## config.mk

```make
export PLATFORM = sky130hd
export DESIGN_NAME = key_repeat_conditioner
export DESIGN_NICKNAME = d
export VERILOG_FILES = /design/src/rtl/key_repeat_conditioner.sv
export SDC_FILE = /design/constraint.sdc
export NUM_CORES = 1
export LEC_CHECK = 0
export CORE_MARGIN = 1.5
export CORE_UTILIZATION = 59
export CTS_BUF_LIST = sky130_fd_sc_hd__clkbuf_8 sky130_fd_sc_hd__clkbuf_16
export DETAILED_ROUTE_END_ITERATION = 8
export PLACE_DENSITY_LB_ADDON = 0.05
export SETUP_SLACK_MARGIN = 0.4
export SKIP_LAST_GASP = 1
export SLEW_MARGIN = 10
export SYNTH_ARGS = -nofsm -noshare
export SYNTH_HDL_FRONTEND = slang
export SYNTH_SLANG_ARGS = --single-unit
```

## constraint.sdc

```tcl
create_clock -name i_clk -period 2.46 [get_ports i_clk]
set_clock_uncertainty 0.2 [all_clocks]
set_input_delay 0.369 -clock i_clk [delete_from_list [all_inputs] [get_ports i_clk]]
set_output_delay 0.369 -clock i_clk [all_outputs]
set_load 0.01 [all_outputs]
```

## src/rtl/key_repeat_conditioner.sv

```systemverilog
// key_repeat_conditioner
//   Turns a raw, bouncing, active-low push-button into clean key events for
//   the game core: a debounced level, one-cycle press/release pulses, and
//   auto-repeat pulses while the key stays held.
//
// Ports
//   i_clk         system clock; all state changes on its rising edge
//   i_rst         synchronous reset, active-high
//   i_key         raw push-button, active-low, asynchronous to i_clk
//   i_repeat_en   1 enables auto-repeat, 0 suppresses it
//   o_level       debounced key state, 1 = pressed
//   o_press       one-cycle pulse on each debounced press
//   o_release     one-cycle pulse on each debounced release
//   o_repeat      one-cycle pulse for each auto-repeat
//   o_event       o_press OR o_repeat (start/left/right strobe)
//   o_repeat_cnt  repeats since the last press, saturating at 255
module key_repeat_conditioner #(
  parameter int DEB_CNT       = 500000,
  parameter int REPEAT_DELAY  = 25000000,
  parameter int REPEAT_PERIOD = 5000000
) (
  input  logic       i_clk,
  input  logic       i_rst,
  input  logic       i_key,
  input  logic       i_repeat_en,
  output logic       o_level,
  output logic       o_press,
  output logic       o_release,
  output logic       o_repeat,
  output logic       o_event,
  output logic [7:0] o_repeat_cnt
);

  // The debounce counter never exceeds DEB_CNT-1: it clears on acceptance.
  localparam int DEB_W  = (DEB_CNT > 1) ? $clog2(DEB_CNT) : 1;
  localparam int RPT_MX = (REPEAT_DELAY > REPEAT_PERIOD) ? REPEAT_DELAY : REPEAT_PERIOD;
  localparam int RPT_W  = ($clog2(RPT_MX) > 25) ? $clog2(RPT_MX) : 25;

  localparam logic [DEB_W-1:0] DEB_LAST   = DEB_W'(DEB_CNT - 1);
  localparam logic [DEB_W-1:0] DEB_ONE    = DEB_W'(1);
  localparam logic [RPT_W-1:0] DELAY_LAST = RPT_W'(REPEAT_DELAY - 1);
  localparam logic [RPT_W-1:0] PER_LAST   = RPT_W'(REPEAT_PERIOD - 1);
  localparam logic [RPT_W-1:0] RPT_ONE    = RPT_W'(1);

  typedef enum logic [1:0] {
    IDLE,
    DELAY,
    REPEAT
  } rpt_state_t;

  function automatic logic [7:0] sat_inc8(input logic [7:0] v);
    return (v == 8'hFF) ? v : v + 8'd1;
  endfunction

  logic             key_sync_p0;
  logic             key_sync_p1;
  logic             deb_state;     // 1 = released (raw polarity)
  logic [DEB_W-1:0] deb_cnt;
  logic             accept;
  logic             press_now;
  logic             release_now;

  rpt_state_t       state, state_nxt;
  logic [RPT_W-1:0] rpt_cnt, rpt_cnt_nxt;
  logic             repeat_nxt;

  // Acceptance happens on the DEB_CNT-th consecutive differing cycle; the
  // pulses are registered at the same edge the debounced level flips, so
  // they line up with the first cycle of the new level.
  assign accept      = (key_sync_p1 != deb_state) && (deb_cnt == DEB_LAST);
  assign press_now   = accept && !key_sync_p1;
  assign release_now = accept &&  key_sync_p1;

  // Stage p0/p1: synchronizer, then debounce.
  always_ff @(posedge i_clk) begin
    if (i_rst) begin
      key_sync_p0 <= 1'b1;
      key_sync_p1 <= 1'b1;
      deb_state   <= 1'b1;
      deb_cnt     <= '0;
    end else begin
      key_sync_p0 <= i_key;
      key_sync_p1 <= key_sync_p0;
      if (key_sync_p1 == deb_state) begin
        deb_cnt <= '0;
      end else if (accept) begin
        deb_state <= key_sync_p1;
        deb_cnt   <= '0;
      end else begin
        deb_cnt <= deb_cnt + DEB_ONE;
      end
    end
  end

  always_comb begin
    state_nxt   = state;
    rpt_cnt_nxt = rpt_cnt;
    repeat_nxt  = 1'b0;
    case (state)
      IDLE: begin
        if (press_now) begin
          state_nxt   = DELAY;
          rpt_cnt_nxt = '0;
        end
      end
      DELAY: begin
        if (rpt_cnt == DELAY_LAST) begin
          repeat_nxt  = 1'b1;
          state_nxt   = REPEAT;
          rpt_cnt_nxt = '0;
        end else begin
          rpt_cnt_nxt = rpt_cnt + RPT_ONE;
        end
      end
      REPEAT: begin
        if (rpt_cnt == PER_LAST) begin
          repeat_nxt  = 1'b1;
          rpt_cnt_nxt = '0;
        end else begin
          rpt_cnt_nxt = rpt_cnt + RPT_ONE;
        end
      end
      default: begin
        state_nxt   = IDLE;
        rpt_cnt_nxt = '0;
      end
    endcase
    // Release or a disabled repeat wins over everything, including a repeat
    // that would otherwise fire in this same cycle. Because IDLE is only left
    // on a press, enabling repeat mid-hold waits for the next press.
    if (release_now || !i_repeat_en) begin
      state_nxt   = IDLE;
      rpt_cnt_nxt = '0;
      repeat_nxt  = 1'b0;
    end
  end

  // Stage p2: repeat FSM and registered event outputs.
  always_ff @(posedge i_clk) begin
    if (i_rst) begin
      state        <= IDLE;
      rpt_cnt      <= '0;
      o_press      <= 1'b0;
      o_release    <= 1'b0;
      o_repeat     <= 1'b0;
      o_repeat_cnt <= 8'd0;
    end else begin
      state     <= state_nxt;
      rpt_cnt   <= rpt_cnt_nxt;
      o_press   <= press_now;
      o_release <= release_now;
      o_repeat  <= repeat_nxt;
      if (press_now) begin
        o_repeat_cnt <= 8'd0;
      end else if (repeat_nxt) begin
        o_repeat_cnt <= sat_inc8(o_repeat_cnt);
      end
    end
  end

  assign o_level = ~deb_state;
  assign o_event = o_press | o_repeat;

endmodule

```

==> impl_metrics.json <==
{
  "finalHoldViolations": 0,
  "crit_fanout": 8,
  "clock.fmax_mhz": 455.9,
  "fp-row-count": 26,
  "cpMaxStageDelayCell": "o31a_4",
  "grt_pass1_vias": 2639,
  "finalMaxSlewViolations": 0,
  "worstPathArrival_ps": 2220,
  "leakagePower_nw": 1.599,
  "grt_usage_pct": 28.56,
  "slew_headroom_pct": 63.32,
  "fin_nets": 425,
  "rsz0062_at_grt": "true",
  "fin_crit_ps": 2194,
  "drc": 0,
  "grt_pass1_wl_um": 12170,
  "ys.flop_type": "dfxtp_1",
  "wirelength_um": 7724,
  "synth.avg_cell_area_um2": 8.790,
  "layout-area-overhead-vs-synth_pct": 33.50,
  "hold_buffers": 0,
  "num_vias": 2862,
  "globalRouteOverflowTotal": 0,
  "avgRoutedWirePerCell_um": 15.86,
  "synth_warnings": 0,
  "worst_slew_pin_slew_ps": 548.6,
  "finalSetupViolCount": 0,
  "numCtsBuffers": 9,
  "whs_path_depth": 1,
  "core_area_um2": 5075,
  "clkSinkCount": 60,
  "synth_seq_cells": 60,
  "synthDistinctLibCells": 55,
  "critical_path_required_ps": 2480,
  "hold_start": "key_sync_p0",
  "die_x_um": 75.32,
  "final_cell_mix": "nor2_1, dfxtp_1, buf_4",
  "cp_cell_sequence": "nor4b_2 > nand4b_1 > buf_6 > o31a_4 > buf_4 > nor4_4 > xnor2_1 > nor2_1",
  "period_share_pct": 89.17,
  "firstDrtPassIters": 4,
  "cp_top_family": "simple AND/OR/NAND/NOR gates",
  "clock-root-buffer": "clkbuf_8",
  "crit_type": "reg -> reg",
  "ir_drop_v": 0.0003699,
  "vias_per_cell": 5.877,
  "ios": 17,
  "fin_util_pct": 81.16,
  "yosysSeqAreaShare_pct": 38.93,
  "rrSetupSlack_ps": 270,
  "clk_path_buf_depth": 2,
  "path_buf_inv": 2,
  "reg2reg_from": "deb_cnt[9]",
  "crit_path_max_incr_delay_ps": 410,
  "tns_ps": 0,
  "clk_pin_slew_worst_paths_ps": 60,
  "start_util_pct": 60.80,
  "grt_max_degree": 19,
  "syn_area_um2": 3085,
  "dp_hpwl_um": 4810,
  "p_per_area_nw_per_um2": 441.2,
  "status": "finished clean",
  "gp_congestion": 0.8444,
  "dpl_cell_area_um2": 3486,
  "antenna_found_initial": 0,
  "synth_edf_count": 0,
  "final_cell_count_no_fill": 487,
  "drt_iter0_drc": 245,
  "drtAntennaViolNets": 0,
  "crit_start": "deb_cnt[9]",
  "dieHeight_um": 75.32,
  "layout_commonest_cell": "nor2_1",
  "reg2reg_depth": 8,
  "async_reset_ff_share_pct": 0,
  "hp-class": "reg -> reg",
  "cts_tree": "done",
  "cts_htree_levels": 3,
  "die_area_um2": 5672,
  "port_buffers": 16,
  "num_antenna_cells": 0,
  "final_area_um2": 4119,
  "netlist_instances": 351,
  "clock_insertion_delay_worst_skew_ps": 340,
  "setup.worst_path.start_class": "flip-flop",
  "maxCapViolations": 0,
  "r2r_end": "rpt_cnt[13]",
  "end_kind": "flip-flop",
  "drive_gt1_share_pct": 31.18,
  "holdPathEnd": "key_sync_p1",
  "synthesis.nets": 362,
  "dp.cells": 449
}
per-layer routing:
layer | track usage, % | share of wire, % | vias up
li1 | - | - | 1379
met4 | 11.11 | 2.8 | 0
met1 | 33.66 | 42 | 1379
met5 | 0 | 0 | -
met2 | 49.12 | 51 | 81
met3 | 8.201 | 4.7 | 23
worst max path at each step:
stage / endpoint / cells after the start
finish: rpt_cnt[13] / 8
global route: o_repeat_cnt[7] / 6
CTS: o_repeat_cnt[7] / 6
detailed placement: o_repeat_cnt[7] / 7
global placement: o_repeat_cnt[7] / 7
floorplan: rpt_cnt[10] / 7
cell families (layout without fill, tap and decap cells):
kind of cell | count (synthesis) | count (layout) | synth area share, %
AND/OR/NAND/NOR | 189 | 189 | 34.35
flip-flops | 60 | 60 | 38.93
XOR/XNOR | 37 | 37 | 10.50
AO/OA/AOI/OAI | 34 | 35 | 8.678
buffers and inverters | 20 | 85 | 3.325
adder cells (fa/ha/maj) | 7 | 7 | 2.838
multiplexers | 4 | 4 | 1.379
registers in the layout, indices dropped and copies added (netlist names):
name,cells
rpt_cnt,25
deb_cnt,19
o_repeat_cnt,8
state,2
deb_state,1
key_sync_p0,1
key_sync_p1,1
o_press,1
o_release,1
o_repeat,1
Yosys cell counts, drive strengths merged (2+ instances only):
| library cell | count | area (um2) |
|---|---|---|
| dfxtp | 60 | 1201 |
| nor2 | 58 | 225.2 |
| nand2 | 27 | 101.4 |
| nand3 | 20 | 100.1 |
| xnor2 | 19 | 166.4 |
| xor2 | 18 | 157.7 |
| nor3 | 14 | 80.08 |
| and3 | 13 | 81.33 |
| inv | 11 | 41.29 |
| nand4 | 11 | 75.07 |
| nor4 | 10 | 98.84 |
| and4 | 8 | 70.07 |
| ha | 7 | 87.58 |
| o31ai | 7 | 57.55 |
| a22o | 6 | 52.55 |
| buf | 6 | 50.04 |
| a21oi | 5 | 25.02 |
| or2 | 5 | 33.78 |
| and2 | 3 | 18.77 |
| clkbuf | 3 | 11.26 |
| nand2b | 3 | 18.77 |
| nor2b | 3 | 18.77 |
| nor4b | 3 | 38.79 |
| or3 | 3 | 18.77 |
| a41oi | 2 | 17.52 |
| and4bb | 2 | 25.02 |
| mux2 | 2 | 22.52 |
| mux2i | 2 | 20.02 |
| nand4b | 2 | 17.52 |
| o2111ai | 2 | 17.52 |
| o21ai | 2 | 10.00 |
| o31a | 2 | 17.52 |
final cells by class:
cell class	count	area (um2)
sequential	60	1239
clock buffer	12	165.2
timing repair buffer	60	514.2
inverter	11	41.29
fill	333	955.9
tap	70	87.58
clock inverter	2	10.01
multi-input combinational	272	2062
metrics by stage:
| step | setup slack, ps | hold WS, ps | power [mW] |
|---|---|---|---|
| 6_report | 266.3 | 214.3 | 1.817 |
| 3_5_place_dp | 104.5 | 200.5 | 1.037 |
| 2_1_floorplan | 394.2 | 189.5 | 1.019 |
| 5_1_grt | 194.6 | 223.5 | 1.874 |
| 4_1_cts | 340.7 | 217.4 | 1.823 |
| 3_3_place_gp | 117.9 | 194.7 | 1.036 |
power by group:
group | internal (mW) | switching [mW]
logic | 0.0212 | 0.0247
clock network | 0.433 | 0.369
registers | 0.968 | 0.000974
total | 1.42 | 0.395
repair_timing:
| action | in CTS | in global routing |
|---|---|---|
| resized for setup | 47 | 19 |
| gates cloned | 1 | 0 |
| pin swaps | 17 | 19 |
| setup endpoints to repair | 33 | 40 |
| buffers inserted | 17 | 6 |
(Power assumes the default switching activity.)
